[src/rtl/rf_wb_pkg.sv]
// Shared definitions for the register-file writeback block.
//   REG_ADDR_W / REG_ZERO : register index width and the hard-wired zero register
//   reg_addr_t            : register index type
//   wb_tag_t              : control part of a queued memory result {valid, rd};
//                           the full entry (tag + N-bit data) is declared in
//                           wb_fifo because its data width follows parameter N
//   age_width()           : width of the head-age counter for a given STARVE
package rf_wb_pkg;

  localparam int REG_ADDR_W = 5;

  typedef logic [REG_ADDR_W-1:0] reg_addr_t;

  localparam reg_addr_t REG_ZERO = 5'd0;

  typedef struct packed {
    logic      valid;
    reg_addr_t rd;
  } wb_tag_t;

  function automatic int age_width(input int starve);
    return $clog2(starve + 1);
  endfunction

endpackage

[src/rtl/wb_fifo.sv]
// Kill-able circular FIFO of pending memory results.
//   push/push_rd/push_data : enqueue one entry at the tail
//   pop                    : drop the head entry (caller guarantees non-empty)
//   kill_en/kill_rd        : invalidate every entry (including the one being
//                            pushed this cycle) whose rd equals kill_rd
//   head_valid/rd/data     : head entry (head_valid is 0 when empty or killed)
//   count                  : occupancy, killed entries included
//   lk_addr/lk_hit/lk_data : two combinational lookups, youngest valid match wins
module wb_fifo
  import rf_wb_pkg::*;
#(
  parameter int N     = 32,
  parameter int DEPTH = 2
) (
  input  logic                         clk,
  input  logic                         rst,
  input  logic                         push,
  input  reg_addr_t                    push_rd,
  input  logic [N-1:0]                 push_data,
  input  logic                         pop,
  input  logic                         kill_en,
  input  reg_addr_t                    kill_rd,
  output logic                         head_valid,
  output reg_addr_t                    head_rd,
  output logic [N-1:0]                 head_data,
  output logic [$clog2(DEPTH):0]       count,
  input  reg_addr_t                    lk_addr [2],
  output logic                         lk_hit  [2],
  output logic [N-1:0]                 lk_data [2]
);

  localparam int PW = $clog2(DEPTH);
  localparam int CW = PW + 1;

  typedef struct packed {
    wb_tag_t        tag;
    logic [N-1:0]   data;
  } entry_t;

  entry_t          mem_q [DEPTH];
  logic [PW-1:0]   wr_ptr;
  logic [PW-1:0]   rd_ptr;
  logic [CW-1:0]   count_q;

  always_ff @(posedge clk or posedge rst) begin
    if (rst) begin
      wr_ptr  <= '0;
      rd_ptr  <= '0;
      count_q <= '0;
      for (int i = 0; i < DEPTH; i++) mem_q[i] <= '0;
    end else begin
      for (int i = 0; i < DEPTH; i++) begin
        if (kill_en && mem_q[i].tag.rd == kill_rd) mem_q[i].tag.valid <= 1'b0;
      end
      // A same-cycle push is older than the ALU write that kills it.
      if (push) begin
        mem_q[wr_ptr].tag.valid <= !(kill_en && push_rd == kill_rd);
        mem_q[wr_ptr].tag.rd    <= push_rd;
        mem_q[wr_ptr].data      <= push_data;
        wr_ptr                  <= wr_ptr + 1'b1;
      end
      if (pop) rd_ptr <= rd_ptr + 1'b1;
      count_q <= count_q + CW'(push) - CW'(pop);
    end
  end

  assign count      = count_q;
  assign head_valid = (count_q != '0) && mem_q[rd_ptr].tag.valid;
  assign head_rd    = mem_q[rd_ptr].tag.rd;
  assign head_data  = mem_q[rd_ptr].data;

  // Walk oldest to youngest so the youngest occupied match is left standing.
  always_comb begin
    logic [PW-1:0] idx;
    idx = '0;
    for (int p = 0; p < 2; p++) begin
      lk_hit[p]  = 1'b0;
      lk_data[p] = '0;
      for (int k = 0; k < DEPTH; k++) begin
        idx = rd_ptr + PW'(k);
        if ((CW'(k) < count_q) && mem_q[idx].tag.valid &&
            (mem_q[idx].tag.rd == lk_addr[p]) && (lk_addr[p] != REG_ZERO)) begin
          lk_hit[p]  = 1'b1;
          lk_data[p] = mem_q[idx].data;
        end
      end
    end
  end

endmodule

[src/rtl/rf_writeback.sv]
// Register-file write-port driver: merges the ALU result stream (fixed
// priority) with queued memory results into the single write port.
//   alu_valid/alu_rd/alu_data : ALU result, always wins the write slot
//   alu_stall                 : head memory result has waited STARVE cycles
//   mem_valid/mem_ready/...   : memory result handshake into the FIFO
//   rf_we/rf_waddr/rf_wdata   : registered register-file write port
//   byp_addrK/byp_hitK/...    : combinational lookup of uncommitted values
module rf_writeback
  import rf_wb_pkg::*;
#(
  parameter int N      = 32,
  parameter int DEPTH  = 2,
  parameter int STARVE = 4
) (
  input  logic              clk,
  input  logic              rst,
  input  logic              alu_valid,
  input  reg_addr_t         alu_rd,
  input  logic [N-1:0]      alu_data,
  output logic              alu_stall,
  input  logic              mem_valid,
  output logic              mem_ready,
  input  reg_addr_t         mem_rd,
  input  logic [N-1:0]      mem_data,
  output logic              rf_we,
  output reg_addr_t         rf_waddr,
  output logic [N-1:0]      rf_wdata,
  input  reg_addr_t         byp_addr1,
  input  reg_addr_t         byp_addr2,
  output logic              byp_hit1,
  output logic              byp_hit2,
  output logic [N-1:0]      byp_data1,
  output logic [N-1:0]      byp_data2
);

  localparam int CW    = $clog2(DEPTH) + 1;
  localparam int AGE_W = age_width(STARVE);

  logic             alu_eff;
  logic             push;
  logic             pop;
  logic             fifo_empty;
  logic [CW-1:0]    count;
  logic             head_valid;
  reg_addr_t        head_rd;
  logic [N-1:0]     head_data;
  logic [AGE_W-1:0] age_p1;
  logic             we_p1;
  reg_addr_t        waddr_p1;
  logic [N-1:0]     wdata_p1;
  reg_addr_t        lk_addr  [2];
  logic             lk_hit   [2];
  logic [N-1:0]     lk_data  [2];
  logic             byp_hit  [2];
  logic [N-1:0]     byp_data [2];

  assign alu_eff    = alu_valid && (alu_rd != REG_ZERO);
  assign mem_ready  = (count < CW'(DEPTH));
  assign fifo_empty = (count == '0);
  // rd=0 results are acknowledged but never queued.
  assign push       = mem_valid && mem_ready && (mem_rd != REG_ZERO);
  assign pop        = !alu_eff && !fifo_empty;

  wb_fifo #(.N(N), .DEPTH(DEPTH)) u_fifo (
    .clk        (clk),
    .rst        (rst),
    .push       (push),
    .push_rd    (mem_rd),
    .push_data  (mem_data),
    .pop        (pop),
    .kill_en    (alu_eff),
    .kill_rd    (alu_rd),
    .head_valid (head_valid),
    .head_rd    (head_rd),
    .head_data  (head_data),
    .count      (count),
    .lk_addr    (lk_addr),
    .lk_hit     (lk_hit),
    .lk_data    (lk_data)
  );

  // Head age: restarts whenever a new entry becomes head.
  always_ff @(posedge clk or posedge rst) begin
    if (rst) begin
      age_p1 <= '0;
    end else if (fifo_empty || pop) begin
      age_p1 <= '0;
    end else if (age_p1 < AGE_W'(STARVE)) begin
      age_p1 <= age_p1 + 1'b1;
    end
  end

  assign alu_stall = head_valid && (age_p1 >= AGE_W'(STARVE));

  // ---- stage p1: write-port register ----
  always_ff @(posedge clk or posedge rst) begin
    if (rst) begin
      we_p1    <= 1'b0;
      waddr_p1 <= REG_ZERO;
      wdata_p1 <= '0;
    end else if (alu_eff) begin
      we_p1    <= 1'b1;
      waddr_p1 <= alu_rd;
      wdata_p1 <= alu_data;
    end else if (pop && head_valid) begin
      we_p1    <= 1'b1;
      waddr_p1 <= head_rd;
      wdata_p1 <= head_data;
    end else begin
      we_p1    <= 1'b0;
    end
  end

  assign rf_we    = we_p1;
  assign rf_waddr = waddr_p1;
  assign rf_wdata = wdata_p1;

  assign lk_addr[0] = byp_addr1;
  assign lk_addr[1] = byp_addr2;

  // Queued data is younger than the value sitting in the write register.
  always_comb begin
    for (int k = 0; k < 2; k++) begin
      byp_hit[k]  = 1'b0;
      byp_data[k] = '0;
      if (lk_hit[k]) begin
        byp_hit[k]  = 1'b1;
        byp_data[k] = lk_data[k];
      end else if (we_p1 && (waddr_p1 == lk_addr[k]) && (lk_addr[k] != REG_ZERO)) begin
        byp_hit[k]  = 1'b1;
        byp_data[k] = wdata_p1;
      end
    end
  end

  assign byp_hit1  = byp_hit[0];
  assign byp_hit2  = byp_hit[1];
  assign byp_data1 = byp_data[0];
  assign byp_data2 = byp_data[1];

endmodule

[config.mk]
export PLATFORM = sky130hd
export DESIGN_NAME = rf_writeback
export DESIGN_NICKNAME = d
export VERILOG_FILES = /design/src/rtl/rf_wb_pkg.sv /design/src/rtl/wb_fifo.sv /design/src/rtl/rf_writeback.sv
export SDC_FILE = /design/constraint.sdc
export NUM_CORES = 1
export LEC_CHECK = 0
export BUFFER_PORTS_ARGS = -buffer_cell sky130_fd_sc_hd__clkbuf_2
export CORE_ASPECT_RATIO = 1.4
export CORE_MARGIN = 10
export CORE_UTILIZATION = 49
export CTS_CLUSTER_DIAMETER = 30
export CTS_CLUSTER_SIZE = 16
export DETAILED_ROUTE_END_ITERATION = 7
export PLACE_DENSITY = 0.78
export SETUP_SLACK_MARGIN = 0.4
export SLEW_MARGIN = 20
export SYNTH_ARGS = -nofsm -noshare
export SYNTH_HDL_FRONTEND = slang
export SYNTH_SLANG_ARGS = --single-unit
[constraint.sdc]
create_clock -name clk -period 4 [get_ports clk]
set_input_delay 0.8 -clock clk [delete_from_list [all_inputs] [get_ports clk]]
set_output_delay 0.8 -clock clk [all_outputs]
set_load 0.02 [all_outputs]
==> results of run 1 <==
-- timing repair --
item                       4_1_cts  5_1_grt
setup endpoints to repair       65       65
hold buffers                     0        0
pin swaps                        6       10
cloned                           0        1
resized for setup               25       82
setup buffers                   12        1
-- worst reg2reg max path, cell delays in order (launching register included) --
cell,delay [ns]
dfrtp_4,0.46
buf_6,0.16
buf_4,0.14
buf_4,0.46
mux2i_1,0.46
nand2_1,0.11
o21ai_0,0.11
o21ai_0,0.11
-- cell families (layout without fill, tap and decap cells) --
family          after synthesis  after routing  share of synthesized area, %
compound gates              144            144                          14.0
xor+xnor                     50             50                          5.86
fa+ha+maj                     3              3                         0.502
buf+inv                      66            266                          4.59
flops                       121            121                          40.5
mux                         152            152                          22.4
simple gates                180            180                          12.1
-- Yosys cell counts, drive strengths merged, types with 3 or more instances --
master	count	area (µm²)
xor2	22	193
o21ai	77	385
xnor2	28	245
nor4	5	67.6
clkbuf	31	116
nor2	6	22.5
buf	30	208
mux2i	44	460
nor3	67	335
ha	3	37.5
mux2	108	1220
nand2	77	289
or4	6	45.0
dfrtp	121	3030
nand4	5	31.3
inv	5	18.8
a221o	62	621
-- layout make-up --
cell class                      count  area, µm²  share of cell area, %
Clock inverter                     13        170                   1.75
Clock buffer                       19        433                   4.45
Multi-Input combinational cell    529       4390                   45.0
Tap cell                          192        240                   2.47
Sequential cell                   121       3030                   31.1
Timing Repair Buffer              229       1450                   14.9
Inverter                            5       22.5                  0.231
-- layout by cell type (no fill, tap or decap), drive strengths merged, types with 2 or more instances in the layout --
master    synthesis  layout
o21ai            77      77
nor3b             2       2
bufinv            0       3
xnor2            28      28
nor2              6       6
inv               5       7
dfrtp           121     121
nand4b            2       2
nor4              5       5
clkinvlp          0       4
ha                3       3
or4               6       6
nand2            77      77
mux2            108     108
clkbuf           31     185
nand3b            2       2
a221o            62      62
nand3             2       2
xor2             22      22
nand4             5       5
clkinv            0       4
buf              30      63
nor3             67      67
a211o             2       2
nor2b             2       2
mux2i            44      44
and2              2       2
-- stage by stage --
step	total power, mW	setup slack, ns	instances	hold slack, ns	instance area (µm²)
after global placement	6.29	0.353	1062	0.506	8620
after CTS	8.19	0.397	1106	0.529	9450
after floorplan	5.27	0.644	716	0.468	7480
after global routing	8.93	0.273	1108	0.545	9740
final	8.38	0.399	1108	0.524	9740
after detailed placement	6.39	0.361	1062	0.517	8620
-- power by group --
part | leakage [nW] | internal, mW | switching [mW] | total, mW
Combinational | 2.71 | 1.92 | 2.41 | 4.33
Sequential | 1.43 | 1.85 | 0.631 | 2.48
Clock | 0.285 | 0.987 | 0.583 | 1.57
Total | 4.43 | 4.76 | 3.62 | 8.38
-- layer usage --
layer | GRT usage (%) | part of all wire (%)
met1 | 23.6 | 39
met2 | 36.9 | 51
met3 | 5.24 | 6.1
met4 | 10.4 | 4.3
met5 | 0 | 0
-- worst min path at each step --
| stage | endpoint | slack [ns] | depth (start not counted) |
|---|---|---|---|
| CTS | flip-flop | 0.53 | 1 |
| global placement | flip-flop | 0.51 | 1 |
| finish | rf_wdata[12] | 0.52 | 2 |
| global route | flip-flop | 0.54 | 1 |
| floorplan | u_fifo.wr_ptr | 0.47 | 1 |
| detailed placement | flip-flop | 0.52 | 1 |
==> impl_metrics.py, run 1 <==
metrics = {
    "outcome": {
        "status": "completed",
    },
    "final_layout": {
        "antenna_cells": 0,
        "drive_gt1_share_pct": 45.9,
        "final_util_pct": 65.0,
        "fillers": 1240,
        "num-nets-final": 994,
        "syn_to_final_growth_pct": 30.3,
    },
    "routing": {
        "vias_per_cell": 6.00,
        "routedWlPerCell_um": 21.1,
        "num_vias": 6653,
        "drtIter0Drc": 473,
        "wl_um": 23400,
        "detail-route-antenna-nets": 0,
        "drc": 0,
        "dr.pass1.iters": 5,
    },
    "synth": {
        "ys_ff_latch": 121,
        "synth-main-ff-cell": "dfrtp_1",
        "seq_area_frac_synth_pct": 40.5,
        "synth-edff-count": 0,
        "synth_nets": 807,
        "netlist_area_um2": 7470,
        "yosys_warnings": 0,
        "synthesis.instances": 716,
        "syn_area_per_cell_um2": 10.4,
        "synth.distinct_cells": 39,
        "synthArstFlopShare_pct": 100,
    },
    "setup_path": {
        "cp_top_family": "simple AND/OR/NAND/NOR gates",
        "r2r_cells": 7,
        "crit_buf_inv": 3,
        "critical_path_class": "flip-flop to output pin",
        "crit_chain": "buf_6, mux2i_4, xnor2_2, nor4_2, nand4b_1, nor3b_4, buf_12, a221o_1, buf_2",
        "r2r_slack_ns": 1.84,
        "cp-end-kind": "output pin",
        "cp.arrival_ns": 2.80,
        "r2r_start": "u_fifo.rd_ptr",
        "cp_slowest_cell": "dfrtp_4",
        "timing.rr.end": "rf_wdata[23]",
        "path_depth": 9,
        "worstPathRequired_ns": 3.20,
        "crit_start": "u_fifo.rd_ptr",
        "slowest_delay_ns": 0.51,
        "start_kind": "flip-flop",
        "path_max_fanout": 19,
        "endpoint": "byp_data1[28]",
    },
    "timing": {
        "fin_skew_ns": 0.0113,
        "fmax_ghz": 0.278,
        "max_slew_margin_pct": 46.3,
        "fin_tns_setup_ns": 0,
        "finalCritPeriodShare_pct": 90.0,
        "hold_viol": 0,
        "finalSetupViolCount": 0,
        "period_needed_ns": 3.60,
        "rsz0062_at_grt": "true",
        "finalMaxSlewViolations": 0,
        "tightest_slew_ns": 0.804,
    },
    "clock_tree": {
        "cts_num_sinks": 121,
        "cts_buffer_depth": 2,
        "clock_latency_ns": 0.41,
        "clk_pin_slew_ns": 0.06,
        "cts-root-buf": "clkbuf_16",
        "cts_tree": "yes",
        "numCtsBuffers": 17,
        "htreeDepth": 4,
    },
    "job": {
        "drv_cap": 0,
    },
    "floorplanning": {
        "start_util_pct": 49.9,
        "die-width_um": 124,
        "core_um2": 15000,
        "die_h_um": 166,
        "die_area_um2": 20700,
        "ioPinCount": 194,
        "std_cell_rows": 53,
    },
    "grt": {
        "grt_pass1_wl_um": 36500,
        "grt_overflow_total": 0,
        "grt_usage_pct": 21.2,
        "antenna_found_initial": 0,
        "grt_max_degree": 72,
        "grt_pass1_vias": 6881,
    },
    "power": {
        "ir_drop_uv": 453,
        "power_density_nw_per_um2": 861,
        "power_leakage_nw": 4.43,
    },
    "hold_path": {
        "min_path_type": "primary input to asynchronous set/reset pin",
    },
    "placed_design": {
        "place_congestion": 0.911,
        "hpwl_um": 16100,
        "port_buffers": 193,
    },
}
(Power assumes the default switching activity.)
==> run 2: changes to the inputs <==
- CORE_ASPECT_RATIO: 1.4 -> not set
==> impl_metrics.py, run 2 (same netlist as run 1, synthesis figures left out) <==
metrics = {
    "outcome": {
        "status": "completed",
    },
    "clock_tree": {
        "htreeDepth": 4,
        "clk_pin_slew_ns": 0.06,
        "cts_buffer_depth": 2,
        "cts-root-buf": "clkbuf_16",
        "numCtsBuffers": 17,
        "cts_num_sinks": 121,
        "cts_tree": "yes",
        "ctsHoldBuffers": 0,
        "clock_latency_ns": 0.42,
    },
    "final_layout": {
        "antenna_cells": 0,
        "final_cell_mix": "159 x clkbuf_2, 120 x dfrtp_1, 106 x mux2_2, 76 x nand2_1, 76 x o21ai_0",
        "num-nets-final": 1000,
        "fin_area_um2": 9740,
        "final_util_pct": 64.6,
        "final_cells": 1110,
        "syn_to_final_growth_pct": 30.3,
        "drive_gt1_share_pct": 43.7,
        "layout_commonest_cell": "clkbuf_2",
    },
    "timing": {
        "finalCritPeriodShare_pct": 91.0,
        "finalMaxSlewViolations": 0,
        "fin_skew_ns": 0.00835,
        "fmax_ghz": 0.275,
        "rsz0062_at_grt": "true",
        "hold_viol": 0,
        "fin_tns_setup_ns": 0,
        "max_slew_margin_pct": 37.2,
        "period_needed_ns": 3.64,
        "tightest_slew_ns": 0.940,
        "finalWorstSetupSlack_ns": 0.361,
        "holdWs_ns": 0.527,
        "finalSetupViolCount": 0,
    },
    "placed_design": {
        "place_congestion": 0.932,
        "port_buffers": 193,
        "dp.cells": 1059,
        "dpl_cell_area_um2": 8590,
        "hpwl_um": 15700,
        "post-place-ws_ns": 0.428,
    },
    "floorplanning": {
        "die_area_um2": 20600,
        "std_cell_rows": 45,
        "ioPinCount": 194,
        "die-width_um": 144,
        "die_h_um": 144,
        "core_um2": 15100,
        "start_util_pct": 49.5,
    },
    "power": {
        "ir_drop_uv": 492,
        "p_total_mw": 8.30,
        "power_leakage_nw": 4.46,
        "power_density_nw_per_um2": 852,
    },
    "setup_path": {
        "worstPathRequired_ns": 3.20,
        "start_kind": "flip-flop",
        "path_max_fanout": 17,
        "cp-end-kind": "output pin",
        "critical_path_class": "flip-flop to output pin",
        "cp.arrival_ns": 2.84,
    },
    "grt": {
        "grt_pass1_wl_um": 35900,
        "antenna_found_initial": 0,
        "grt_pass1_vias": 6856,
        "grt_usage_pct": 21.7,
        "grt_max_degree": 55,
        "grt_overflow_total": 0,
    },
    "routing": {
        "routedWlPerCell_um": 20.9,
        "wl_um": 23200,
        "detail-route-antenna-nets": 0,
        "dr.pass1.iters": 4,
        "drtIter0Drc": 438,
        "drc": 0,
        "vias_per_cell": 5.97,
        "num_vias": 6630,
    },
    "hold_path": {
        "min_path_type": "flip-flop to flip-flop",
    },
    "job": {
        "drv_cap": 0,
    },
}
run 2: cell count changes in the layout (fill, tap and decap cells not counted), sizes merged:
cell and change:
buf +6, bufbuf +2, clkbuf +4, inv -3
clkinvlp -1, bufinv -2
run 2: layout make-up:
| cell class | count | area [µm²] |
|---|---|---|
| clock buffers | 25 | 505 |
| clock inverters | 7 | 65.1 |
| fillers | 1238 | 5350 |
| inverters | 5 | 22.5 |
| multi-input cells | 529 | 4290 |
| flip-flops and latches | 121 | 3030 |
| well taps | 188 | 235 |
| repair buffers | 235 | 1590 |
run 2: routing by layer:
metal | global-route usage, % | vias up | wire (µm)
li1 | - | 3053 | -
met2 | 36.6 | 258 | 11300
met5 | 0 | - | 0
met4 | 8.38 | 0 | 523
met1 | 26.1 | 3275 | 9620
met3 | 5.38 | 44 | 1670
run 2: report_power, final:
part | switching [mW] | total [mW] | internal (mW)
logic | 2.36 | 4.34 | 1.98
registers | 0.635 | 2.49 | 1.85
clock network | 0.538 | 1.47 | 0.932
run 2: worst max-delay path, cell delays in order (launching register included):
cell	delay, ns
dfrtp_4	0.49
buf_8	0.17
mux2i_4	0.28
xor2_1	0.17
nand4_1	0.18
nor4_4	0.18
buf_6	0.17
nor3b_4	0.07
buf_8	0.16
a221o_1	0.36
buf_2	0.17
run 2: final timing paths:
kind                                       from             to  slack, ns  cells after the start
worst max register to register  u_fifo.count[1]      flip-flop       1.90                      5
worst max-delay path              u_fifo.rd_ptr  byp_data1[15]       0.36                     10
max in group asynchronous                   rst  u_fifo.rd_ptr       2.47                      3
min in group asynchronous                   rst    rf_wdata[4]       0.56                      2
worst min-delay path                  flip-flop      flip-flop       0.53                      1
worst min register to register        flip-flop      flip-flop       0.53                      1
run 2: timing repair:
action / CTS / global route
setup buffers: 11 / 2
endpoints found under the hold margin: 0 / 0
pin swaps: 9 / 7
gates resized for setup: 51 / 63
endpoints found under the setup margin: 66 / 64
cloned: 3 / 3
